[src/rtl/rv_pipe_pkg.sv]
// Shared constants for the uRV pipeline hazard controller.
// Stage indices follow pipeline order, from fetch (0) to writeback.
package rv_pipe_pkg;
  localparam int STAGE_F = 0;
  localparam int STAGE_D = 1;
  localparam int STAGE_X = 2;
  localparam int STAGE_W = 3;
  localparam int DEFAULT_CNT_WIDTH = 32;
endpackage

[src/rtl/rv_sat_counter.sv]
// Event counter that saturates at all-ones instead of wrapping.
// A clear request takes priority over an increment in the same cycle.
module rv_sat_counter #(
  parameter int G_WIDTH = 32
) (
  input  logic               clk_i,
  input  logic               rst_i,
  input  logic               clr_i,
  input  logic               inc_i,
  output logic [G_WIDTH-1:0] value_o
);

  logic [G_WIDTH-1:0] value_reg;

  always_ff @(posedge clk_i) begin
    if (rst_i || clr_i) begin
      value_reg <= '0;
    end else if (inc_i && (value_reg != {G_WIDTH{1'b1}})) begin
      value_reg <= value_reg + 1'b1;
    end
  end

  assign value_o = value_reg;

endmodule

[src/rtl/rv_pipe_ctrl.sv]
// Pipeline hazard controller: stage stall/kill, branch shadow, and load-use bubble.
// Outputs are combinational from the inputs and a small amount of history state.
module rv_pipe_ctrl
  import rv_pipe_pkg::*;
#(
  parameter int G_NUM_STAGES   = 4,
  parameter int G_BRANCH_STAGE = STAGE_X,
  parameter int G_ILK_STAGE    = STAGE_D,
  parameter int G_LOAD_ILK     = 1,
  parameter int G_CNT_WIDTH    = DEFAULT_CNT_WIDTH
) (
  input  logic                    clk_i,
  input  logic                    rst_i,
  input  logic [G_NUM_STAGES-1:0] stall_req_i,
  input  logic                    branch_take_i,
  input  logic                    load_hazard_i,
  input  logic                    x_load_i,
  input  logic                    cnt_clear_i,
  output logic [G_NUM_STAGES-1:0] stall_o,
  output logic [G_NUM_STAGES-1:0] kill_o,
  output logic                    bubble_o,
  output logic [G_CNT_WIDTH-1:0]  cnt_stall_o,
  output logic [G_CNT_WIDTH-1:0]  cnt_branch_o,
  output logic [G_CNT_WIDTH-1:0]  cnt_ilk_o
);

  logic [G_BRANCH_STAGE-1:0] hist_reg;
  logic                      ilk_d0_reg;
  logic                      req_stall;
  logic                      ilk;
  logic                      hist_shift;
  logic                      branch_accept;

  assign req_stall = |stall_req_i;

  // Kill does not depend on the interlock, so feeding kill into ilk forms no loop.
  assign ilk = (G_LOAD_ILK != 0) && load_hazard_i && x_load_i && !ilk_d0_reg
               && !kill_o[G_ILK_STAGE] && !req_stall;
  assign bubble_o = ilk;

  genvar gi;
  generate
    for (gi = 0; gi < G_NUM_STAGES; gi++) begin : g_stall
      if (gi < G_NUM_STAGES - 1) begin : g_active
        assign stall_o[gi] = (|stall_req_i[G_NUM_STAGES-1:gi]) | (ilk && (gi <= G_ILK_STAGE));
      end else begin : g_last
        assign stall_o[gi] = 1'b0;
      end
    end

    // Stage s stays killed while the branch sits anywhere in stages s+1..branch stage.
    for (gi = 0; gi < G_NUM_STAGES; gi++) begin : g_kill
      if (gi == 0) begin : g_first
        assign kill_o[gi] = branch_take_i;
      end else if (gi <= G_BRANCH_STAGE) begin : g_shadow
        assign kill_o[gi] = branch_take_i | (|hist_reg[gi-1:0]);
      end else begin : g_none
        assign kill_o[gi] = 1'b0;
      end
    end
  endgenerate

  assign hist_shift    = !stall_o[G_BRANCH_STAGE];
  assign branch_accept = branch_take_i && hist_shift;

  generate
    for (gi = 0; gi < G_BRANCH_STAGE; gi++) begin : g_hist
      always_ff @(posedge clk_i) begin
        if (rst_i) begin
          hist_reg[gi] <= 1'b0;
        end else if (hist_shift) begin
          if (gi == 0) begin
            hist_reg[gi] <= branch_take_i;
          end else begin
            hist_reg[gi] <= hist_reg[(gi > 0) ? gi - 1 : 0];
          end
        end
      end
    end
  endgenerate

  // Holding ilk_d0 across request stalls yields exactly one bubble once the stall drops.
  always_ff @(posedge clk_i) begin
    if (rst_i) begin
      ilk_d0_reg <= 1'b0;
    end else if (!req_stall) begin
      ilk_d0_reg <= ilk;
    end
  end

  rv_sat_counter #(.G_WIDTH(G_CNT_WIDTH)) u_cnt_stall (
    .clk_i  (clk_i),
    .rst_i  (rst_i),
    .clr_i  (cnt_clear_i),
    .inc_i  (req_stall),
    .value_o(cnt_stall_o)
  );

  rv_sat_counter #(.G_WIDTH(G_CNT_WIDTH)) u_cnt_branch (
    .clk_i  (clk_i),
    .rst_i  (rst_i),
    .clr_i  (cnt_clear_i),
    .inc_i  (branch_accept),
    .value_o(cnt_branch_o)
  );

  rv_sat_counter #(.G_WIDTH(G_CNT_WIDTH)) u_cnt_ilk (
    .clk_i  (clk_i),
    .rst_i  (rst_i),
    .clr_i  (cnt_clear_i),
    .inc_i  (ilk),
    .value_o(cnt_ilk_o)
  );

endmodule

[config.mk]
export PLATFORM = sky130hd
export DESIGN_NAME = rv_pipe_ctrl
export DESIGN_NICKNAME = d
export VERILOG_FILES = /design/src/rtl/rv_pipe_pkg.sv /design/src/rtl/rv_sat_counter.sv /design/src/rtl/rv_pipe_ctrl.sv
export SDC_FILE = /design/constraint.sdc
export NUM_CORES = 1
export LEC_CHECK = 0
export BUFFER_PORTS_ARGS = -buffer_cell sky130_fd_sc_hd__buf_2
export CAP_MARGIN = 5
export CORE_MARGIN = 1
export CORE_UTILIZATION = 49
export DETAILED_ROUTE_END_ITERATION = 7
export PLACE_DENSITY = 0.77
export SLEW_MARGIN = 20
export SYNTH_ARGS = -nofsm -noshare
export SYNTH_HDL_FRONTEND = slang
export SYNTH_SLANG_ARGS = --single-unit
export TNS_END_PERCENT = 30
[constraint.sdc]
create_clock -name clk_i -period 4.49 [get_ports clk_i]
set_clock_uncertainty 0.2 [all_clocks]
set_input_delay 1.1225 -clock clk_i [delete_from_list [all_inputs] [get_ports clk_i]]
set_output_delay 1.1225 -clock clk_i [all_outputs]
set_load 0.01 [all_outputs]
==> results.tsv <==
metric	value	unit
status	completed	
cp.arrival	2670	ps
grt_pass1_wl	21000	um
max_cap_violations	0	
slew_violations	0	
via_per_inst	6.18	
worstSetupEndpointType	output pin	
die_width	103	um
path_max_fanout	5	
power	1.52	mW
grt_max_degree	35	
die_y	103	um
max_stage_delay	580	ps
synth_edf_count	0	
grt_use_total	25.0	%
critPathKind	primary input to output pin	
ioPinCount	115	
area_delta_synth_final	18.1	%
overflow	0	
core	9820	um^2
cts_sinks	99	
drtAntennaViolNets	0	
clk_latency	370	ps
post_route_cells_drive_above_1_share	21.3	%
ctsResizeCount	0	
p_per_area	258	nW/um^2
cp.required	3170	ps
synth_cells	614	
routed-via-count	5268	
rsz0062_at_grt	no	
io_buffers	112	
wl_per_cell	15.5	um
fin_crit	4000	ps
ys_async_sr_fraction	0	%
die_area	10600	um^2
ys_seq_area_share	39.7	%
ys_seq_elements	99	
setup_violations	0	
num_antenna_cells	0	
r2r_slack	1400	ps
rows	36	
hold_viol	0	
postSynthAreaPerCell	8.12	um^2
grt_pass1_vias	4482	
pre_cts_ws	516	ps
final_core_util	60.0	%
first_pass_iters	5	
p_leak	2.03	nW
start_util	50.8	%
synth_ff_type	dfxtp_1	
clock_path_buffers	2	
fin_nets	729	
clockRootBuffer	clkbuf_8	
start_kind	primary input	
drt_iter0_drc	245	
place.gp.congestion	0.836	
syn_area	4990	um^2
synth_cell_types	46	
drcViolationCount	0	
numCtsBuffers	9	
ctsHoldBuffers	0	
antenna_found_initial	0	
fin_ws	495	ps
dp_hpwl	9420	um
cts_tree	done	
htree_levels	3	
yosysWarnings	0	
crit_slowest_cell	or4_4	
totalNegativeSetupSlack	0	ps
fin_crit_sh	89.0	%
path_cells	buf_2, or4_4, or3_4, inv_1, or3_1, buf_2	
worst_pin_slew	901	ps
hold_path_class	flip-flop to flip-flop	
relSlewSlack	39.3	%
path_clk_slew	90	ps
nFillCells	926	
postCtsSetupRepairBufs	0	
drt-total-wl	13200	um
fmax	250	MHz
peakVddDrop	0.000170	V
crit_path_frequent_cell	buf_2	
worst paths after layout:
check | from | endpoint | cells past startpoint
max | stall_req_i[3] | stall_o[1] | 6
min | ilk_d0_reg | ilk_d0_reg | 2
max reg2reg | u_cnt_ilk.value_o[0] | u_cnt_ilk.value_o[1] | 7
min reg2reg | ilk_d0_reg | ilk_d0_reg | 2
area by class of cell:
| cell class | instances | area [um^2] | area share (%) |
|---|---|---|---|
| multi-input combinational | 468 | 2850 | 48.4 |
| clock buffer | 13 | 159 | 2.70 |
| tap | 133 | 166 | 2.82 |
| inverter | 15 | 56.3 | 0.956 |
| clock inverter | 2 | 35.0 | 0.595 |
| sequential | 99 | 1980 | 33.6 |
| timing repair buffer | 123 | 643 | 10.9 |
critical path, delay by kind of cell:
kind | cells | cell delay, ps
and+or+nand+nor | 3 | 1140
buffers and inverters | 3 | 420
layer usage:
layer | GRT usage (%) | vias up | share of wire (%) | routed length [um]
li1 | - | 2567 | - | -
met1 | 33.4 | 2553 | 46 | 6070
met2 | 40.4 | 136 | 48 | 6290
met3 | 4.07 | 12 | 5.5 | 723
met4 | 9.53 | 0 | 1.2 | 160
met5 | 0 | - | 0 | 0
power breakdown:
part / leakage (nW) / switching, mW / internal (mW)
registers: 0.797 / 0.00216 / 0.879
clock network: 0.0995 / 0.301 / 0.285
logic: 1.14 / 0.0377 / 0.0160
cells in the final DEF, fill, tap and decap left out, types with 15 or more instances in the layout:
master     n
a21oi_1   70
buf_2    112
dfxtp_1   99
inv_1     15
nand2_1   56
nand3_1   39
nand4_1   21
nor2_1    29
o21ai_0   28
o31ai_1   40
or3_1     39
or4_1     43
metrics by stage:
step / cells / hold slack (ps) / area (um^2)
floorplan: 615 / 231 / 4990
global placement: 838 / 241 / 5700
detailed placement: 838 / 250 / 5700
CTS: 853 / 262 / 5890
global route: 853 / 283 / 5890
finish: 853 / 263 / 5890
cells in the mapped netlist, types with 10 or more instances:
cell	n	area share (%)
dfxtp_1	99	40
a21oi_1	70	7.0
nand2_1	56	4.2
or4_1	43	6.5
o31ai_1	41	6.2
nand3_1	39	3.9
or3_1	39	4.9
nor2_1	29	2.2
clkbuf_1	28	2.1
o21ai_0	28	2.8
nand4_1	21	2.6
inv_1	15	1.1
and4_1	10	1.8
nor4_1	10	1.3
kinds of logic after synthesis:
| group | share of synthesized area (%) |
|---|---|
| other | 0.0752 |
| buffers and inverters | 3.89 |
| adder cells (fa/ha/maj) | 0.753 |
| AO/OA/AOI/OAI | 20.8 |
| AND/OR/NAND/NOR | 31.4 |
| XOR/XNOR | 1.93 |
| multiplexers | 1.40 |
| flip-flops | 39.7 |
No activity file was read; power rests on OpenSTA's default activity.
